### src/rtl/ram_dump_pkg.sv
// Shared definitions for the RAM dump transmitter.
// Contents:
//   state_t / St*           - top-level FSM state encoding
//   RAW_BYTES_PER_WORD      - UART frames per word in raw binary mode
//   HEX_BYTES_PER_WORD      - UART frames per word in ASCII hex mode (4 digits + CR + LF)
//   nibble_to_ascii()       - 4-bit value to uppercase ASCII hex digit
package ram_dump_pkg;

  typedef logic [2:0] state_t;

  localparam state_t StIdle  = 3'd0;
  localparam state_t StRead  = 3'd1;
  localparam state_t StLatch = 3'd2;
  localparam state_t StSend  = 3'd3;
  localparam state_t StNext  = 3'd4;
  localparam state_t StDone  = 3'd5;

  localparam int unsigned RAW_BYTES_PER_WORD = 2;
  localparam int unsigned HEX_BYTES_PER_WORD = 6;

  function automatic logic [7:0] nibble_to_ascii(input logic [3:0] nib);
    // '0' is 0x30, 'A' is 0x41 = 0x37 + 10
    if (nib < 4'd10) begin
      return 8'h30 + {4'h0, nib};
    end else begin
      return 8'h37 + {4'h0, nib};
    end
  endfunction

endpackage

### src/rtl/uart_tx_byte.sv
// One-byte 8N1 UART serializer.
// Ports:
//   clk, rst    - clock, synchronous active-high reset
//   valid/ready - byte handshake; a byte is taken on a clock edge with both high
//   data        - byte to send, LSB first
//   frame_last  - high in the next-to-last cycle of the stop bit
//   tx          - serial output, idles high
// ready is also high in the last stop-bit cycle so a following byte starts with no gap.
module uart_tx_byte #(
  parameter int unsigned CLKS_PER_BIT = 868
) (
  input  logic       clk,
  input  logic       rst,
  input  logic       valid,
  input  logic [7:0] data,
  output logic       ready,
  output logic       frame_last,
  output logic       tx
);

  localparam int unsigned CntW = $clog2(CLKS_PER_BIT);
  localparam logic [CntW-1:0] CntMax = CntW'(CLKS_PER_BIT - 1);

  logic            active_q;
  logic            tx_q;
  logic [8:0]      shift_q;  // remaining data bits plus the stop bit
  logic [3:0]      bits_q;   // bits still to shift out after the current one
  logic [CntW-1:0] cnt_q;

  logic last_cycle;

  always_comb begin
    last_cycle = active_q && (bits_q == 4'd0) && (cnt_q == '0);
    ready      = !active_q || last_cycle;
    frame_last = active_q && (bits_q == 4'd0) && (cnt_q == CntW'(1));
    tx         = tx_q;
  end

  always_ff @(posedge clk) begin
    if (rst) begin
      active_q <= 1'b0;
      tx_q     <= 1'b1;
      shift_q  <= '1;
      bits_q   <= 4'd0;
      cnt_q    <= '0;
    end else if (valid && ready) begin
      active_q <= 1'b1;
      tx_q     <= 1'b0;
      shift_q  <= {1'b1, data};
      bits_q   <= 4'd9;
      cnt_q    <= CntMax;
    end else if (active_q) begin
      if (cnt_q != '0) begin
        cnt_q <= cnt_q - 1'b1;
      end else if (bits_q == 4'd0) begin
        active_q <= 1'b0;
      end else begin
        tx_q    <= shift_q[0];
        shift_q <= {1'b1, shift_q[8:1]};
        bits_q  <= bits_q - 4'd1;
        cnt_q   <= CntMax;
      end
    end
  end

endmodule

### src/rtl/ram_dump_tx.sv
// Dumps a contiguous address range of a 1024x16 block RAM out of the UART TX pin.
// Each word is read through the RAM's synchronous read port and sent as 8N1 frames.
// Build option: define RAM_DUMP_HEX_EN to send each word as 4 ASCII hex digits + CR LF;
// otherwise the word is sent as two raw bytes, high byte first.
// Ports:
//   clk, rst             - clock (also the RAM rdclk), synchronous active-high reset
//   start                - one-cycle dump request, ignored while busy
//   start_addr, end_addr - inclusive range, sampled when start is accepted; wraps past the top
//   rden, rdaddr, rddata - RAM read port, data valid one cycle after rden
//   tx                   - UART serial output
//   busy                 - dump in progress
//   done                 - one-cycle pulse when the dump completes
module ram_dump_tx
  import ram_dump_pkg::*;
#(
  parameter int unsigned CLKS_PER_BIT = 868,
  parameter int unsigned ADDR_W       = 10,
  parameter int unsigned DATA_W       = 16
) (
  input  logic              clk,
  input  logic              rst,
  input  logic              start,
  input  logic [ADDR_W-1:0] start_addr,
  input  logic [ADDR_W-1:0] end_addr,
  output logic              rden,
  output logic [ADDR_W-1:0] rdaddr,
  input  logic [DATA_W-1:0] rddata,
  output logic              tx,
  output logic              busy,
  output logic              done
);

`ifdef RAM_DUMP_HEX_EN
  localparam int unsigned BytesPerWord = HEX_BYTES_PER_WORD;
`else
  localparam int unsigned BytesPerWord = RAW_BYTES_PER_WORD;
`endif

  state_t            state_q, state_d;
  logic [ADDR_W-1:0] addr_q, addr_d;
  logic [ADDR_W-1:0] last_q, last_d;
  logic [DATA_W-1:0] word_q, word_d;
  logic [2:0]        idx_q, idx_d;  // frame index within the current word

  logic       byte_valid;
  logic       byte_ready;
  logic       frame_last;
  logic [7:0] byte_data;

  always_comb begin
`ifdef RAM_DUMP_HEX_EN
    case (idx_q)
      3'd0:    byte_data = nibble_to_ascii(word_q[15:12]);
      3'd1:    byte_data = nibble_to_ascii(word_q[11:8]);
      3'd2:    byte_data = nibble_to_ascii(word_q[7:4]);
      3'd3:    byte_data = nibble_to_ascii(word_q[3:0]);
      3'd4:    byte_data = 8'h0D;
      default: byte_data = 8'h0A;
    endcase
`else
    byte_data = (idx_q == 3'd0) ? word_q[15:8] : word_q[7:0];
`endif
    byte_valid = (state_q == StSend) && (idx_q < 3'(BytesPerWord));
  end

  always_comb begin
    state_d = state_q;
    addr_d  = addr_q;
    last_d  = last_q;
    word_d  = word_q;
    idx_d   = idx_q;
    case (state_q)
      StIdle: begin
        if (start) begin
          addr_d  = start_addr;
          last_d  = end_addr;
          state_d = StRead;
        end
      end
      StRead:  state_d = StLatch;
      StLatch: begin
        word_d  = rddata;
        idx_d   = 3'd0;
        state_d = StSend;
      end
      StSend: begin
        if (byte_valid && byte_ready) begin
          idx_d = idx_q + 3'd1;
        end else if (!byte_valid && frame_last) begin
          // Leave one cycle early so NEXT overlaps the final stop-bit cycle.
          state_d = StNext;
        end
      end
      StNext: begin
        if (addr_q == last_q) begin
          state_d = StDone;
        end else begin
          addr_d  = addr_q + 1'b1;
          state_d = StRead;
        end
      end
      StDone:  state_d = StIdle;
      default: state_d = StIdle;
    endcase
  end

  always_ff @(posedge clk) begin
    if (rst) begin
      state_q <= StIdle;
      addr_q  <= '0;
      last_q  <= '0;
      word_q  <= '0;
      idx_q   <= 3'd0;
    end else begin
      state_q <= state_d;
      addr_q  <= addr_d;
      last_q  <= last_d;
      word_q  <= word_d;
      idx_q   <= idx_d;
    end
  end

  always_comb begin
    rden   = (state_q == StRead);
    rdaddr = addr_q;
    busy   = (state_q != StIdle) && (state_q != StDone);
    done   = (state_q == StDone);
  end

  uart_tx_byte #(
    .CLKS_PER_BIT(CLKS_PER_BIT)
  ) u_uart_tx_byte (
    .clk        (clk),
    .rst        (rst),
    .valid      (byte_valid),
    .data       (byte_data),
    .ready      (byte_ready),
    .frame_last (frame_last),
    .tx         (tx)
  );

endmodule

### config.mk
export PLATFORM = sky130hd
export DESIGN_NAME = ram_dump_tx
export DESIGN_NICKNAME = d
export VERILOG_FILES = /design/src/rtl/ram_dump_pkg.sv /design/src/rtl/uart_tx_byte.sv /design/src/rtl/ram_dump_tx.sv
export SDC_FILE = /design/constraint.sdc
export NUM_CORES = 1
export LEC_CHECK = 0
export ABC_CLOCK_PERIOD_IN_PS = 2850
export BUFFER_PORTS_ARGS = -buffer_cell sky130_fd_sc_hd__buf_4
export CAP_MARGIN = 0
export CORE_UTILIZATION = 50
export DETAILED_ROUTE_END_ITERATION = 16
export GPL_TIMING_DRIVEN = 0
export HOLD_SLACK_MARGIN = 0.02
export PLACE_DENSITY = 0.74
export SETUP_SLACK_MARGIN = 0.1
export SLEW_MARGIN = 20
export SYNTH_ARGS = -nofsm -noshare
export SYNTH_HDL_FRONTEND = slang
export SYNTH_SLANG_ARGS = --single-unit
### constraint.sdc
create_clock -name clk -period 2.85 [get_ports clk]
set_input_delay 0.1425 -clock clk [delete_from_list [all_inputs] [get_ports clk]]
set_output_delay 0.1425 -clock clk [all_outputs]
set_load 0.05 [all_outputs]
## After elaboration in Yosys (flattened, before gate mapping)

Index checks and enable logic that the tools add are counted.
W data, S select, Z words.

| storage, ports and cells | value |
|---|---|
| register bits | 66 |
| input bits | 39 |
| output and inout port bits | 14 |

| operators by class | value |
|---|---|
| add/subtract/negate cells | 4 |
| $lt $le $gt $ge | 1 |
| equality and inequality tests | 17 |
| mux-type cells | 31 |
| bitwise operators | 2 |
| reduce and logical (&&, ||, !) cells | 28 |

Operator list:

| operator | number |
|---|---|
| $mux W10 | 6 |
| $mux W8 | 5 |
| $pmux W10 S2 | 1 |
| $mux W4 | 4 |
| $mux W3 | 5 |
| $pmux W3 S5 | 1 |
| $reduce_and A3 Y1 | 4 |
| $add A10 B1 Y10 const B | 1 |
| $eq A10 B1 Y1 const B | 1 |
| $eq A10 B10 Y1 | 1 |
| $logic_not A10 Y1 | 1 |
| $ne A2 B2 Y1 const B | 5 |
| $reduce_bool A10 Y1 | 1 |
| $sub A10 B1 Y10 const B | 1 |
| $mux W1 | 8 |
| $reduce_and A2 Y1 | 4 |
| $logic_and A1 B1 Y1 | 7 |
| $eq A3 B2 Y1 const B | 2 |
| $eq A3 B3 Y1 const B | 2 |
| $logic_not A3 Y1 | 2 |
| $ne A2 B1 Y1 const B | 3 |
| $pmux W3 S2 | 1 |
| $reduce_bool A2 Y1 | 3 |
| $logic_not A4 Y1 | 1 |
| other kinds (11) | 13 |

## Logic depth before layout (Yosys ltp)

| depth | value |
|---|---|
| depth after elaboration | 7 |
| mapped depth | 9 |

## Hierarchy

A second synthesis with hierarchy kept.

| unflattened totals | value |
|---|---|
| cell total of the unflattened synthesis | 423 |
| area, all modules | 3,483.3 um^2 |

By module, submodules not included:

| module | times used | cells each | area each (um^2) | sequential area each (um^2) |
|---|---|---|---|---|
| ram_dump_tx | 1 | 264 | 2,118.3 | 840.8 |
| uart_tx_byte | 1 | 159 | 1,365.1 | 480.5 |

## Worst setup path after synthesis

Ideal clock, no wire load.

| timing | value |
|---|---|
| kind | reg-to-reg |
| from | reg u_uart_tx_byte.cnt_q[0] |
| to | reg u_uart_tx_byte.tx_q (netlist: u_uart_tx_byte.tx) |
| data arrival time | 2.110 ns |
| slack | 0.619 ns |
| cell stages (with the launch flop) | 8 |
| period minus slack after synthesis | 2.231 ns |
| path through | dfxtp_1 inv_1 ha_1 or3b_2 o31a_1 or2_1 buf_2 a221o_1 |

| on the way | value |
|---|---|
| longest elaborated chain between the ends | 6 |
| elaborated cells on any way between the ends | 10 |
| those cells by class | 2 x eq/ne; 1 x mux; 7 x reduce/logical |

Ends and longest elaborated chain:

| item | line | text |
|---|---|---|
| from (decl) | uart_tx_byte.sv:28 | `logic [CntW-1:0] cnt_q;` |
| from (signal assigned) | uart_tx_byte.sv:51 | `cnt_q <= CntMax;` |
| from (signal assigned) | uart_tx_byte.sv:54 | `cnt_q <= cnt_q - 1'b1;` |
| from (signal assigned) | uart_tx_byte.sv:61 | `cnt_q <= CntMax;` |
| $logic_not A10 Y1 | uart_tx_byte.sv:33 | `last_cycle = active_q && (bits_q == 4'd0) && (cnt_q == '0);` |
| $logic_and A1 B1 Y1 | uart_tx_byte.sv:33 |  |
| $logic_or A1 B1 Y1 | uart_tx_byte.sv:34 | `ready = !active_q \|\| last_cycle;` |
| $logic_and A1 B1 Y1 | uart_tx_byte.sv:46 | `end else if (valid && ready) begin` |
| $ne A2 B2 Y1 (no line) or $reduce_bool A2 Y1 (tied branches) | -- |  |
| $reduce_and A3 Y1 (no line) | -- |  |
| to (signal assigned) | uart_tx_byte.sv:58 | `tx_q <= shift_q[0];` |
| to (decl) | uart_tx_byte.sv:25 | `logic tx_q;` |

Several ways; a longest one is shown, not always the timed one.
A chain may end at the register's enable or synchronous reset.

## Worst setup path in the final report

| timing | value |
|---|---|
| from | reg u_uart_tx_byte.bits_q[0] |
| to | reg u_uart_tx_byte.bits_q[1] |

| on the way | value |
|---|---|
| longest elaborated chain between the ends | 6 |
| elaborated cells on any way between the ends | 9 |
| those cells by class | 1 x add/sub; 1 x bitwise; 7 x reduce/logical |

Ends and longest elaborated chain:

| item | line | text |
|---|---|---|
| from (decl) | uart_tx_byte.sv:27 | `logic [3:0] bits_q;` |
| from (signal assigned) | uart_tx_byte.sv:60 | `bits_q <= bits_q - 4'd1;` |
| $logic_not A4 Y1 | uart_tx_byte.sv:33, uart_tx_byte.sv:55 |  |
| $logic_and A1 B1 Y1 (2 in series) | uart_tx_byte.sv:33 |  |
| $logic_or A1 B1 Y1 | uart_tx_byte.sv:34 |  |
| $logic_and A1 B1 Y1 | uart_tx_byte.sv:46 |  |
| $reduce_or A2 Y1 (no line) | -- |  |

Several ways; a longest one is shown, not always the timed one.

==> key figures <==
Worst setup path
  • FF-to-FF Start: u_uart_tx_byte.bits_q[0]
  • Critical path launch point type: flip-flop
  • Worst setup path category: flip-flop to flip-flop
  • CP required: 3.08 ns
  • Crit. End Element: flip-flop
  • Critical path launch point: u_uart_tx_byte.bits_q[0]
  • Crit path DAT: 2.76 ns
  • Crit-path max FO: 10

Clock network
  • H-tree levels: 3
  • Skew-Pair Late Insertion Delay: 0.35 ns
  • Clk slew on worst S/H paths: 0.08 ns
  • CTS max path bufs: 2
  • Inserted Clock Buffers: 9
  • Clock sink count: 66
  • Root Buffer: clkbuf_8
  • CTS tree: yes

Power and ir drop
  • Clock Power Share: 0.307
  • Pleak: 1.495 nW
  • Combinational fraction of design power: 0.277
  • Flop pwr share: 0.416
  • Pwr per Cell Area: 651.6 nW/µm²
  • Switching power: 0.9214 mW
  • Switching Share: 0.3499
  • Int Power: 1.712 mW
  • Peak VDD IR: 0.0004560 V

Global routing
  • Pin count of the biggest net entering global routing: 14
  • Vias in the first global route: 3046
  • GRT Total Usage: 0.2585
  • Gr ovfl total: 0
  • Global-route wire length before repair: 14550 µm
  • Antenna violations before repair: 0

Floorplanning
  • Rows: 29
  • Die area: 7020 µm²
  • Boundary Pins: 53
  • Initial Utilization: 0.5237
  • Die H: 83.79 µm
  • Die X: 83.79 µm
  • CORE AREA: 6386 µm²

Worst hold path
  • Hold WC Path Type: input port to flip-flop
  • Hold path start: rddata[5]

Synth
  • EDFF count, synth: 0
  • Synthesized area: 3344 µm²
  • Seq cells post-synth: 66
  • Distinct cells, synth: 58
  • Post-synth net total: 465
  • Synth warn: 0
  • Top_reg_cell synth: dfxtp_1
  • Syn Area/Cell: 7.963 µm²
  • Sequential share of the synthesized area: 0.3951
  • Fraction of registers with async set/reset: 0
  • Cell count after synthesis: 420

STA
  • RSZ-0062 raised after global routing: no
  • Min Hold Slack: 0.02549 ns
  • Max Fclk: 395.4 MHz
  • Worst setup margin: 0.3210 ns
  • Setup TNS Final: 0 ns
  • Rel. slew slack: 0.4864
  • Period utilization: 0.8874
  • Endpoints failing setup: 0
  • Setup Skew: 0.007538 ns
  • Tightest Pin Transition: 0.7640 ns
  • Slew Viols, Final: 0
  • Hold Fails Final Rpt: 0
  • Min Tclk post-route: 2.529 ns

Placed design
  • Worst slack at placement: 0.3709 ns
  • DP HPWL: 5964 µm
  • PortBufs: 51
  • Final GP Congestion: 0.8391
  • # placed instances: 548

Routing
  • DRT antenna net count: 0
  • DR vias/cell: 5.710
  • Wirelength per Cell: 15.00 µm
  • First DRT Iteration DRCs: 221
  • Routed WL: 8475 µm
  • Detailed Routing Iterations Pass 1: 4
  • Post-route DRC: 0
  • Via count: 3226

Layout
  • Number of diodes: 0
  • Final std cells w/o fill: 565
  • Share of layout cells above drive strength 1: 0.1926
  • Syn-to-layout area delta: 20.84%
  • Fin util: 0.6328
  • # nets final: 528

Outcome
  • Status: finished, final reports clean

Flow run
  • Max cap viols: 0
## worst paths after layout
path | endpoint | slack [ns] | depth (start not counted)
worst min register to register | word_q[6] | 0.45 | 2
worst max-delay path | u_uart_tx_byte.bits_q[1] | 0.32 | 7
worst max register to register | u_uart_tx_byte.bits_q[1] | 0.32 | 7
worst min-delay path | word_q[5] | 0.03 | 3
## metrics by stage
stage	total power, mW	cell area (µm²)
after global placement	1.818	3824
after detailed placement	1.837	3830
after global routing	2.774	4041
after CTS	2.635	4031
final	2.633	4041
after floorplan	1.627	3344
## registers in the layout (all words and copies together) (netlist names)
signal,flops
idx_q,3
last_q,10
word_q,16
u_uart_tx_byte.shift_q,8
u_uart_tx_byte.tx,1
u_uart_tx_byte.cnt_q,10
state_q,3
u_uart_tx_byte.bits_q,4
u_uart_tx_byte.active_q,1
rdaddr,10
## cell usage in the layout (no fill, tap or decap), types with 3 or more instances in the layout
| cell | count |
|---|---|
| nand4_1 | 3 |
| mux2i_1 | 3 |
| clkbuf_1 | 24 |
| buf_4 | 51 |
| nand3_1 | 11 |
| a21oi_1 | 55 |
| xnor2_1 | 12 |
| nor3_1 | 16 |
| nor2_1 | 24 |
| ha_1 | 6 |
| o22ai_1 | 7 |
| or3_1 | 4 |
| and2_1 | 3 |
| mux2_2 | 6 |
| buf_2 | 5 |
| o32ai_1 | 3 |
| inv_1 | 6 |
| a211oi_1 | 8 |
| or2_2 | 3 |
| o31a_1 | 4 |
| nand2b_1 | 3 |
| o21ai_0 | 5 |
| clkbuf_8 | 9 |
| or3b_2 | 3 |
| o31ai_1 | 5 |
| clkinv_4 | 3 |
| nand2_1 | 80 |
| nand3b_1 | 4 |
| nor4_1 | 4 |
| a311oi_1 | 5 |
| nor3b_1 | 4 |
| nor2b_1 | 3 |
| dfxtp_1 | 66 |
## critical path, cell delays in order (launching register included)
cell and delay, ns:
dfxtp_1 0.41, inv_1 0.07, ha_1 0.20, or3b_2 0.23
clkbuf_1 0.36, nor4b_2 0.70, nor2_1 0.09, a2111oi_0 0.34
## cell families (layout without fill, tap and decap cells)
group | Yosys count | in the layout | share of synthesized area
compound gates | 111 | 111 | 0.2136
xor+xnor | 13 | 13 | 0.03404
fa+ha+maj | 6 | 6 | 0.02245
buf+inv | 39 | 107 | 0.05013
flops | 66 | 66 | 0.3951
mux | 9 | 9 | 0.02918
simple gates | 176 | 176 | 0.2555
## power groups by stage
stage	clock network [mW]	registers (mW)	logic, mW
2_1_floorplan	0	1.15	0.473
3_3_place_gp	0	1.11	0.706
3_5_place_dp	0	1.11	0.722
4_1_cts	0.816	1.09	0.726
5_1_grt	0.863	1.11	0.803
6_report	0.807	1.10	0.731
## layout make-up
| type | instances | area (µm²) |
|---|---|---|
| plain buffers | 32 | 141.4 |
| clock buffers | 9 | 123.9 |
| clock inverters | 7 | 77.57 |
| fillers | 571 | 2345 |
| inverters | 7 | 26.28 |
| multi-input cells | 315 | 1862 |
| flip-flops and latches | 66 | 1321 |
| well taps | 77 | 96.34 |
| repair buffers | 52 | 392.9 |
## cells in the mapped netlist (all sizes together) (6+ instances only)
cell    count  area, µm²
nor3       16      80.08
dfxtp      66       1321
xnor2      12      105.1
nor2       25      96.35
clkbuf     24      90.09
inv         6      22.52
nand3      11      55.05
buf         8      51.29
o21ai       6      30.02
mux2        6      67.56
a211oi      8      60.06
a21oi      55      275.3
nand2      80      300.3
o22ai       7      43.79
ha          6      75.07
## timing repair
action,in CTS,in global routing
hold buffers,0,1
setup buffers,0,0
resized for setup,0,0
endpoints found under the hold margin,0,1
## per-layer routing
metal,wire [µm],track usage,share of wire,up-vias
met1,4030,0.3520,0.48,1514
li1,-,-,-,1624
met5,0,0,0,-
met4,101,0.1002,0.012,0
met2,3941,0.4065,0.47,77
met3,401,0.04748,0.047,11
Power figures use the tool's default switching activity.
